<file path="src/rtl/mem_arbiter.sv">
// Two-port instruction/data arbiter onto a single memory port.
// One transaction in flight; data has priority but fetch cannot starve.
module mem_arbiter #(
  parameter int ADDR_W       = 32,
  parameter int DATA_W       = 32,
  parameter int STARVE_LIMIT = 3
) (
  input  logic              clk_i,
  input  logic              rst_ni,
  input  logic              if_req_i,
  input  logic [ADDR_W-1:0] if_addr_i,
  output logic              if_gnt_o,
  output logic              if_rvalid_o,
  output logic [DATA_W-1:0] if_rdata_o,
  output logic              if_stall_o,
  input  logic              dm_req_i,
  input  logic              dm_we_i,
  input  logic [1:0]        dm_size_i,
  input  logic [ADDR_W-1:0] dm_addr_i,
  input  logic [DATA_W-1:0] dm_wdata_i,
  output logic              dm_gnt_o,
  output logic              dm_rvalid_o,
  output logic [DATA_W-1:0] dm_rdata_o,
  output logic              dm_stall_o,
  output logic              mem_req_o,
  output logic              mem_we_o,
  output logic [1:0]        mem_size_o,
  output logic [ADDR_W-1:0] mem_addr_o,
  output logic [DATA_W-1:0] mem_wdata_o,
  input  logic              mem_gnt_i,
  input  logic              mem_rvalid_i,
  input  logic [DATA_W-1:0] mem_rdata_i
);

  localparam int SW = $clog2(STARVE_LIMIT + 2);

  typedef enum logic [1:0] {
    IDLE,
    REQ,
    RSP,
    DONE
  } state_e;

  state_e            state_q, state_d;
  logic [SW-1:0]     starve_q, starve_d;
  logic              win_dm_q, win_dm_d;
  logic              mem_req_q, mem_req_d;
  logic              mem_we_q, mem_we_d;
  logic [1:0]        mem_size_q, mem_size_d;
  logic [ADDR_W-1:0] mem_addr_q, mem_addr_d;
  logic [DATA_W-1:0] mem_wdata_q, mem_wdata_d;
  logic              if_rvalid_q, if_rvalid_d;
  logic              dm_rvalid_q, dm_rvalid_d;
  logic [DATA_W-1:0] if_rdata_q, if_rdata_d;
  logic [DATA_W-1:0] dm_rdata_q, dm_rdata_d;

  logic any_req;
  logic fetch_win;
  logic accept;

  assign any_req   = if_req_i | dm_req_i;
  assign fetch_win = if_req_i &
                     (~dm_req_i | (starve_q == SW'(STARVE_LIMIT)));
  assign accept    = rst_ni & (state_q == IDLE) & any_req;

  always_comb begin
    state_d     = state_q;
    starve_d    = starve_q;
    win_dm_d    = win_dm_q;
    mem_req_d   = mem_req_q;
    mem_we_d    = mem_we_q;
    mem_size_d  = mem_size_q;
    mem_addr_d  = mem_addr_q;
    mem_wdata_d = mem_wdata_q;
    if_rvalid_d = 1'b0;
    dm_rvalid_d = 1'b0;
    if_rdata_d  = if_rdata_q;
    dm_rdata_d  = dm_rdata_q;
    unique case (state_q)
      IDLE: begin
        if (any_req) begin
          state_d   = REQ;
          mem_req_d = 1'b1;
          win_dm_d  = ~fetch_win;
          if (fetch_win) begin
            starve_d    = '0;
            mem_we_d    = 1'b0;
            mem_size_d  = 2'b10;
            mem_addr_d  = if_addr_i;
            mem_wdata_d = '0;
          end else begin
            if (if_req_i) starve_d = starve_q + 1'b1;
            mem_we_d    = dm_we_i;
            mem_size_d  = dm_size_i;
            mem_addr_d  = dm_addr_i;
            mem_wdata_d = dm_wdata_i;
          end
        end
      end
      REQ: begin
        if (mem_gnt_i) begin
          state_d   = RSP;
          mem_req_d = 1'b0;
        end
      end
      RSP: begin
        if (mem_rvalid_i) begin
          state_d = DONE;
          // a store's response is only an acknowledge
          if (win_dm_q) begin
            dm_rvalid_d = 1'b1;
            if (!mem_we_q) dm_rdata_d = mem_rdata_i;
          end else begin
            if_rvalid_d = 1'b1;
            if_rdata_d  = mem_rdata_i;
          end
        end
      end
      DONE:    state_d = IDLE;
      default: state_d = IDLE;
    endcase
  end

  always_ff @(posedge clk_i or negedge rst_ni) begin
    if (!rst_ni) begin
      state_q     <= IDLE;
      starve_q    <= '0;
      win_dm_q    <= 1'b0;
      mem_req_q   <= 1'b0;
      mem_we_q    <= 1'b0;
      mem_size_q  <= 2'b00;
      mem_addr_q  <= '0;
      mem_wdata_q <= '0;
      if_rvalid_q <= 1'b0;
      dm_rvalid_q <= 1'b0;
      if_rdata_q  <= '0;
      dm_rdata_q  <= '0;
    end else begin
      state_q     <= state_d;
      starve_q    <= starve_d;
      win_dm_q    <= win_dm_d;
      mem_req_q   <= mem_req_d;
      mem_we_q    <= mem_we_d;
      mem_size_q  <= mem_size_d;
      mem_addr_q  <= mem_addr_d;
      mem_wdata_q <= mem_wdata_d;
      if_rvalid_q <= if_rvalid_d;
      dm_rvalid_q <= dm_rvalid_d;
      if_rdata_q  <= if_rdata_d;
      dm_rdata_q  <= dm_rdata_d;
    end
  end

  assign if_gnt_o    = accept & fetch_win;
  assign dm_gnt_o    = accept & ~fetch_win;
  assign if_rvalid_o = if_rvalid_q;
  assign dm_rvalid_o = dm_rvalid_q;
  assign if_rdata_o  = if_rdata_q;
  assign dm_rdata_o  = dm_rdata_q;
  assign if_stall_o  = rst_ni & if_req_i & ~if_rvalid_q;
  assign dm_stall_o  = rst_ni & dm_req_i & ~dm_rvalid_q;
  assign mem_req_o   = mem_req_q;
  assign mem_we_o    = mem_we_q;
  assign mem_size_o  = mem_size_q;
  assign mem_addr_o  = mem_addr_q;
  assign mem_wdata_o = mem_wdata_q;

endmodule

</file>
<file path="config.mk">
export PLATFORM = sky130hd
export DESIGN_NAME = mem_arbiter
export DESIGN_NICKNAME = d
export VERILOG_FILES = /design/src/rtl/mem_arbiter.sv
export SDC_FILE = /design/constraint.sdc
export NUM_CORES = 1
export LEC_CHECK = 0
export ABC_AREA = 1
export CORE_MARGIN = 3
export CORE_UTILIZATION = 38
export CTS_BUF_LIST = sky130_fd_sc_hd__clkbuf_16
export DETAILED_ROUTE_END_ITERATION = 7
export PLACE_DENSITY = 0.74
export RECOVER_POWER = 25
export SYNTH_ARGS = -nofsm -noshare
export SYNTH_HDL_FRONTEND = slang
export SYNTH_SLANG_ARGS = --single-unit
</file>
<file path="constraint.sdc">
create_clock -name clk_i -period 1.6 [get_ports clk_i]
set_input_delay 0.32 -clock clk_i [delete_from_list [all_inputs] [get_ports clk_i]]
set_output_delay 0.32 -clock clk_i [all_outputs]
set_load 0.05 [all_outputs]
</file>
==> flow_summary.yaml, run 1 <==
timing:
  whs_ps: 449
  slew_headroom: 0.382
  grt_setup_unrepaired: "yes"
  drv_slew: 0
  hold_viol: 0
  worst_pin_slew_ps: 927
  timing.fmax_ghz: 0.503
  fin_crit_ps: 1990
  layout_setup_ws_ps: -389
  setup_viol: 57
  period_share: 1.24
  fin_skew_ps: 9.04
yosys:
  synth_top_family_by_area: "simple AND/OR/NAND/NOR gates"
  syn_area_um2: 6070
  ys_ff_latch: 140
  synth_xor_area_frac: 0
  yosysSeqAreaShare: 0.577
  synth_cell_types: 19
  syn_nets: 874
  synthAdderAreaFrac: 0.0103
  synth-compound-area-share: 0.0554
  synth_simple_gate_area_share: 0.253
  netlist_instances: 732
  yosys_warnings: 0
  synthMuxAreaShare: 0
  synth_area_per_cell_um2: 8.30
floorplan:
  ios: 275
  fp.dieH_um: 132
  die_w_um: 132
  coreArea_um2: 15400
  start_util: 0.394
  dieArea_um2: 17500
  rows: 45
route:
  drt_first_pass_iters: 5
  ant_nets: 0
  avgRoutedWirePerCell_um: 16.2
  drt_iter0_markers: 353
  vias_per_cell: 4.71
  vias: 5924
  drc: 0
  wirelength_um: 20400
setup_path:
  start_kind: "flip-flop"
  cp-end-kind: "output port"
  crit_arrival_ps: 1670
  crit_type: "reg2out"
  path_max_fanout: 3
  critPathRequiredTime_ps: 1280
clock_tree:
  clock_path_buffers: 2
  ctsHtreeMaxLevel: 4
  clock_sinks: 140
  root_buffer: "clkbuf_16"
  path_clk_slew_ps: 70
  cts_tree: "yes"
  numCtsBuffers: 17
  clk_latency_ps: 420
place:
  dp.cells: 1207
  pre_cts_ws_ps: -292
  dp_hpwl_um: 13500
  port_buffers: 274
  gp_congestion: 0.803
run:
  drv_cap: 0
cells_and_area:
  n_antenna_cell: 0
  register_area_um2: 3500
  drive_gt1_frac: 0.281
  area_growth_pct: 68.7
  multi_input_area_um2: 2190
  stdcell_count: 1259
  final_nets: 1177
  fill_cells: 1284
global_route:
  grt_max_degree: 102
  grt_pass1_wl_um: 30000
  grt_use_total: 0.215
  grt_pass1_vias: 5631
  grt_overflow: 0
  antenna_found_initial: 0
power_and_ir_drop:
  pwr_density_cell_nw_per_um2: 2310
  p_leak_nw: 5.43
  vdd_drop_max_uv: 1400
status:
  violations: "negative setup slack"
  status: "complete, but fails checks"
hold_path:
  worst_hold_path_type: "in2reg"
area by class of cell:
cell class | instances | share of cell area
Clock buffer | 17 | 0.0415
Timing Repair Buffer | 325 | 0.318
Sequential cell | 140 | 0.342
Multi-Input combinational cell | 438 | 0.213
Inverter | 113 | 0.0421
Tap cell | 211 | 0.0258
Clock inverter | 15 | 0.0173
where the power goes:
group          internal (mW)  total (mW)  switching [mW]
Combinational           4.57        13.4            8.81
Sequential              5.16        6.27            1.11
Clock                   2.36        4.03            1.67
Total                   12.1        23.7            11.6
synth_stat cells (all sizes together):
cell    instances  area, um^2
nand2         253         955
nand3         103         521
ha              5        62.6
dfrtp         140        3500
buf            25         149
o21ai          66         330
nand4           2        12.5
nor2            5        33.8
nor3            3        15.0
o22ai           1        6.26
clkbuf         16        60.1
inv           113         424
repair_timing:
item	in CTS	in global routing
resized for setup	11	79
endpoints found under the hold margin	70	0
setup endpoints to repair	35	66
pin swaps	2	10
buffers inserted	4	5
hold buffers	1	0
cloned	0	10
path summary, 6_finish.rpt:
check / from / to / slack, ps / cells after the start
max: starve_q[0] / dm_gnt_o / -390 / 8
min: dm_wdata_i[10] / mem_wdata_o[10] / 450 / 3
max reg2reg: state_q[0] / mem_addr_o[28] / -60 / 11
min reg2reg: mem_wdata_o[18] / mem_wdata_o[18] / 480 / 2
max in group asynchronous: rst_ni / mem_wdata_o[28] / 100 / 3
min in group asynchronous: rst_ni / mem_wdata_o[7] / 780 / 3
registers in the layout (all words and copies together) (netlist names), 2 cells and up:
| name | count |
|---|---|
| dm_rdata_o | 32 |
| if_rdata_o | 32 |
| mem_addr_o | 32 |
| mem_size_o | 2 |
| mem_wdata_o | 32 |
| starve_q | 3 |
| state_q | 2 |
placed cells by master, fill, tap and decap left out, types with 3 or more instances in the layout:
master	instances
nand2_4	9
nor2_4	4
inv_2	3
inv_4	3
clkdlybuf4s50_1	133
inv_8	3
o21ai_0	66
inv_1	107
buf_4	148
clkbuf_16	24
clkinv_4	3
nand2_1	197
inv_6	6
buf_12	23
buf_6	4
buf_8	4
dfrtp_1	139
nand2_2	47
nand3_1	101
logic make-up after synthesis:
family	after synthesis
simple gates	366
buf+inv	154
flops	140
compound gates	67
fa+ha+maj	5
worst max-delay path: stages, from the launching register on:
cell and delay [ps]:
dfrtp_1 390, ha_2 210, ha_4 160, inv_4 50, nand2_4 60, nand2_4 80, nand2_4 60, nor2_4 80
buf_6 160
through the flow:
stage	util	area, um^2	TNS, ps	total power [mW]
final	0.664	10200	-2340	23.7
after global routing	0.664	10200	-14970	24.9
after detailed placement	0.589	9080	-14400	18.5
after global placement	0.589	9080	-12280	18.4
after CTS	0.634	9780	-867	22.8
after floorplan	-	6140	-290	14.0
routing by layer:
layer / share of wire / vias up / global-route usage
li1: - / 2866 / -
met1: 0.40 / 2763 / 0.266
met2: 0.48 / 265 / 0.338
met3: 0.10 / 30 / 0.0970
met4: 0.019 / 0 / 0.0727
met5: 0 / - / 0
Note: power is estimated with default switching activity, not from simulation.
==> run 2: changes to the inputs <==
CORE_MARGIN = 2   (was 3)
==> run 2 against run 1 <==
Compared with the run above:
- the flow finishes with violations (negative hold slack, negative setup slack)
- utilization down 2.8 points
- die area down 3.0%
- power is 3.2% lower
- combinational power decreased by 5%
- largest power group unchanged
- register-to-register slack worse by 50 ps
- count of clock-buffer cells in the layout is the same
- sequential power down 2%
- clock power is essentially flat
- sequential cell count unchanged
- cell area down 2.0%
- cell count rose by 0.48%
- highest routed layer unchanged
- routed wire length decreased by 7.5%
==> flow_summary.yaml, run 2 (synthesized netlist as in run 1, its figures left out) <==
status:
  status: "complete, but fails checks"
  violations: "negative hold slack, negative setup slack"
floorplan:
  fp.dieH_um: 130
  die_w_um: 130
  start_util: 0.385
  ios: 275
  rows: 46
  coreArea_um2: 15800
  dieArea_um2: 17000
setup_path:
  crit_arrival_ps: 1630
  start_kind: "flip-flop"
  path_max_fanout: 3
  cp-end-kind: "output port"
  critPathRequiredTime_ps: 1280
  crit_type: "reg2out"
cells_and_area:
  stdcell_count: 1265
  final_cell_area_um2: 10000
  n_antenna_cell: 0
  final_nets: 1178
  layout_commonest_cell: "nand2_1"
  drive_gt1_frac: 0.229
  fin_util: 0.636
  area_growth_pct: 65.3
  final_cell_mix: "nand2_1 (250), buf_4 (155), dfrtp_1 (140)"
power_and_ir_drop:
  power_mw: 22.9
  vdd_drop_max_uv: 1410
  pwr_density_cell_nw_per_um2: 2280
  p_leak_nw: 5.38
route:
  drt_first_pass_iters: 4
  vias_per_cell: 4.59
  vias: 5802
  wirelength_um: 18800
  ant_nets: 0
  drc: 0
  avgRoutedWirePerCell_um: 14.9
  drt_iter0_markers: 292
place:
  dp.cells: 1221
  placed_area_um2: 9210
  port_buffers: 274
  dp_hpwl_um: 13100
  gp_congestion: 0.798
  pre_cts_ws_ps: -284
global_route:
  grt_use_total: 0.216
  antenna_found_initial: 0
  grt_pass1_vias: 5496
  grt_max_degree: 106
  grt_overflow: 0
  grt_pass1_wl_um: 28200
timing:
  layout_setup_ws_ps: -347
  fin_skew_ps: 9.42
  whs_ps: -37.2
  slew_headroom: 0.616
  hold_viol: 12
  worst_pin_slew_ps: 576
  fin_crit_ps: 1950
  timing.fmax_ghz: 0.514
  fin_tns_setup_ps: -1830
  setup_viol: 14
  drv_slew: 0
  period_share: 1.22
  grt_setup_unrepaired: "yes"
clock_tree:
  clk_latency_ps: 410
  numCtsBuffers: 17
  clock_sinks: 140
  cts_tree: "yes"
  path_clk_slew_ps: 60
  root_buffer: "clkbuf_16"
  clock_path_buffers: 2
  ctsHtreeMaxLevel: 4
hold_path:
  worst_hold_path_type: "in2async"
run:
  drv_cap: 0
-- run 2: cell type report --
class                   count  area (um^2)
repair buffers            326         3210
fillers                  1342         5730
well taps                 216          270
flip-flops and latches    140         3500
clock inverters            15          170
clock buffers              17          425
inverters                 113          427
multi-input cells         438         2030
-- run 2: final timing paths --
path	from	slack, ps	end	cells past startpoint
min in group clk_i	if_req_i	410	state_q[0]	5
setup / recovery	starve_q[0]	-350	dm_gnt_o	8
max in group asynchronous	rst_ni	740	mem_wdata_o[1]	3
hold / removal	rst_ni	-40	win_dm_q	2
hold reg to reg	mem_size_o[0]	480	mem_size_o[0]	2
setup reg to reg	starve_q[0]	-110	mem_addr_o[26]	10
-- run 2: routing by layer --
layer	part of all wire	global-route usage	vias up
met4	0.022	0.0713	0
met3	0.11	0.0945	23
li1	-	-	2864
met5	0	0	-
met2	0.46	0.349	239
met1	0.41	0.262	2676
-- run 2: what timing repair did --
action,4_1_cts,5_1_grt
hold endpoints to repair,35,2
setup buffers,4,3
setup endpoints to repair,13,64
resized for setup,14,6
pin swaps,6,4
gates cloned,2,2
-- run 2: critical path, stage by stage, from the launching register on --
cell     delay, ps
dfrtp_1        390
ha_2           190
ha_4           160
inv_4           60
nand2_4         60
nand2_4         70
nand2_4         50
nor2_4          80
buf_8          150
-- run 2: power by group --
group	total (mW)	leakage, nW	switching [mW]	internal [mW]
combinational	12.7	3.33	8.51	4.24
clock	4.00	0.291	1.55	2.45
sequential	6.17	1.76	1.01	5.16
==> run 3: changes to the inputs <==
ABC_CLOCK_PERIOD_IN_PS = 1600   (was unset)
MAX_ROUTING_LAYER = met4   (was unset)
==> run 3 against run 2 <==
Compared with the run above:
- the run still ends with negative hold slack, negative setup slack left
- sequential share of layout area stayed put
- setup slack gained 0.99 ps
- register-to-register slack hardly changed
- via count increased by 0.19%
- die area stayed put
- critical path depth stayed put
- routed wire length rose by 0.18%
- worst hold slack got worse by 6.1 ps
- fmax hardly changed
- clock skew increased by 1.7 ps
==> flow_summary.yaml, run 3 (synthesized netlist as in run 1, its figures left out) <==
place:
  port_buffers: 274
  dp_hpwl_um: 13100
  gp_congestion: 0.809
clock_tree:
  clock_path_buffers: 2
  clock_sinks: 140
  cts_tree: "yes"
  numCtsBuffers: 17
  path_clk_slew_ps: 60
  ctsHtreeMaxLevel: 4
  clk_latency_ps: 410
  root_buffer: "clkbuf_16"
cells_and_area:
  layout_commonest_cell: "nand2_1"
  fill_cells: 1342
  multi_input_area_um2: 2030
  fin_util: 0.636
  area_growth_pct: 65.3
  n_antenna_cell: 0
  drive_gt1_frac: 0.229
  register_area_um2: 3500
  final_cell_mix: "nand2_1 (250), buf_4 (155), dfrtp_1 (140)"
  final_nets: 1178
floorplan:
  rows: 46
  start_util: 0.385
  dieArea_um2: 17000
  die_w_um: 130
  coreArea_um2: 15800
  ios: 275
  fp.dieH_um: 130
timing:
  hold_viol: 13
  layout_setup_ws_ps: -346
  fin_tns_setup_ps: -1840
  fin_skew_ps: 11.1
  drv_slew: 0
  worst_pin_slew_ps: 579
  period_share: 1.22
  fin_crit_ps: 1950
  setup_viol: 14
  grt_setup_unrepaired: "yes"
  whs_ps: -43.2
  slew_headroom: 0.614
  timing.fmax_ghz: 0.514
status:
  violations: "negative hold slack, negative setup slack"
  status: "complete, but fails checks"
setup_path:
  cp_num_buf_inv: 2
  crit_chain: "ha_2, ha_4, inv_4, nand2_4, nand2_4, nand2_4, nor2_4, buf_8"
  path_delay_family: "flip-flops"
  path_max_fanout: 3
  cp-end-kind: "output port"
  crit_top_cell: "nand2_4"
  critPathSlowestCell: "dfrtp_1"
  crit_arrival_ps: 1630
  start_kind: "flip-flop"
  crit_type: "reg2out"
  critPathMaxStageDelay_ps: 380
  critPathRequiredTime_ps: 1280
global_route:
  grt_pass1_wl_um: 28200
  grt_max_degree: 106
  grt_use_total: 0.223
  antenna_found_initial: 0
  grt_pass1_vias: 5513
  grt_overflow: 0
route:
  ant_nets: 0
  vias_per_cell: 4.60
  drt_iter0_markers: 358
  wirelength_um: 18900
  drt_first_pass_iters: 4
  vias: 5813
  drc: 0
  avgRoutedWirePerCell_um: 14.9
power_and_ir_drop:
  p_leak_nw: 5.38
  vdd_drop_max_uv: 1420
  pwr_density_cell_nw_per_um2: 2290
hold_path:
  worst_hold_path_type: "in2async"
run:
  drv_cap: 0
[run 3: path summary, 6_finish.rpt]
path	from	endpoint	slack, ps	cells past startpoint
worst max register to register	starve_q[1]	mem_addr_o[25]	-110	10
worst min register to register	mem_wdata_o[20]	mem_wdata_o[20]	480	2
worst min-delay path	rst_ni	win_dm_q	-40	2
worst max-delay path	starve_q[1]	dm_gnt_o	-350	8
max in group asynchronous	rst_ni	mem_wdata_o[1]	740	3
min in group clk_i	if_req_i	state_q[0]	400	5
[run 3: layer usage]
metal	part of all wire	track usage	vias to the layer above
met5	0	-	-
met4	0.019	0.0713	0
met3	0.096	0.0770	24
met2	0.47	0.349	245
met1	0.42	0.274	2680
li1	-	-	2864
[run 3: report_power, final]
group	leakage [nW]	internal, mW	switching (mW)
sequential	1.76	5.16	1.01
combinational	3.33	4.24	8.52
clock	0.291	2.45	1.55
total	5.38	11.9	11.1
[run 3: metrics by stage]
stage               hold slack (ps)  total power [mW]  cells  cell area (um^2)  worst slack, ps
CTS                            -337              23.0   1259              9940             -374
floorplan                      24.4              14.0    732              6140             -186
global placement                116              18.6   1221              9210             -249
finish                        -43.2              22.9   1265             10000             -346
detailed placement              113              18.8   1221              9210             -284
global route                   15.8              24.1   1265             10000             -420
[run 3: timing repair]
item / 4_1_cts / 5_1_grt
resized for setup: 14 / 6
setup endpoints to repair: 13 / 64
cloned: 2 / 2
setup buffers: 4 / 3
endpoints found under the hold margin: 35 / 2
pin swaps: 6 / 4
[run 3: final cells by class]
| type | count | area share |
|---|---|---|
| Tap cell | 216 | 0.0269 |
| Timing Repair Buffer | 326 | 0.320 |
| Sequential cell | 140 | 0.349 |
| Inverter | 113 | 0.0425 |
| Clock inverter | 15 | 0.0170 |
| Multi-Input combinational cell | 438 | 0.202 |
| Clock buffer | 17 | 0.0424 |
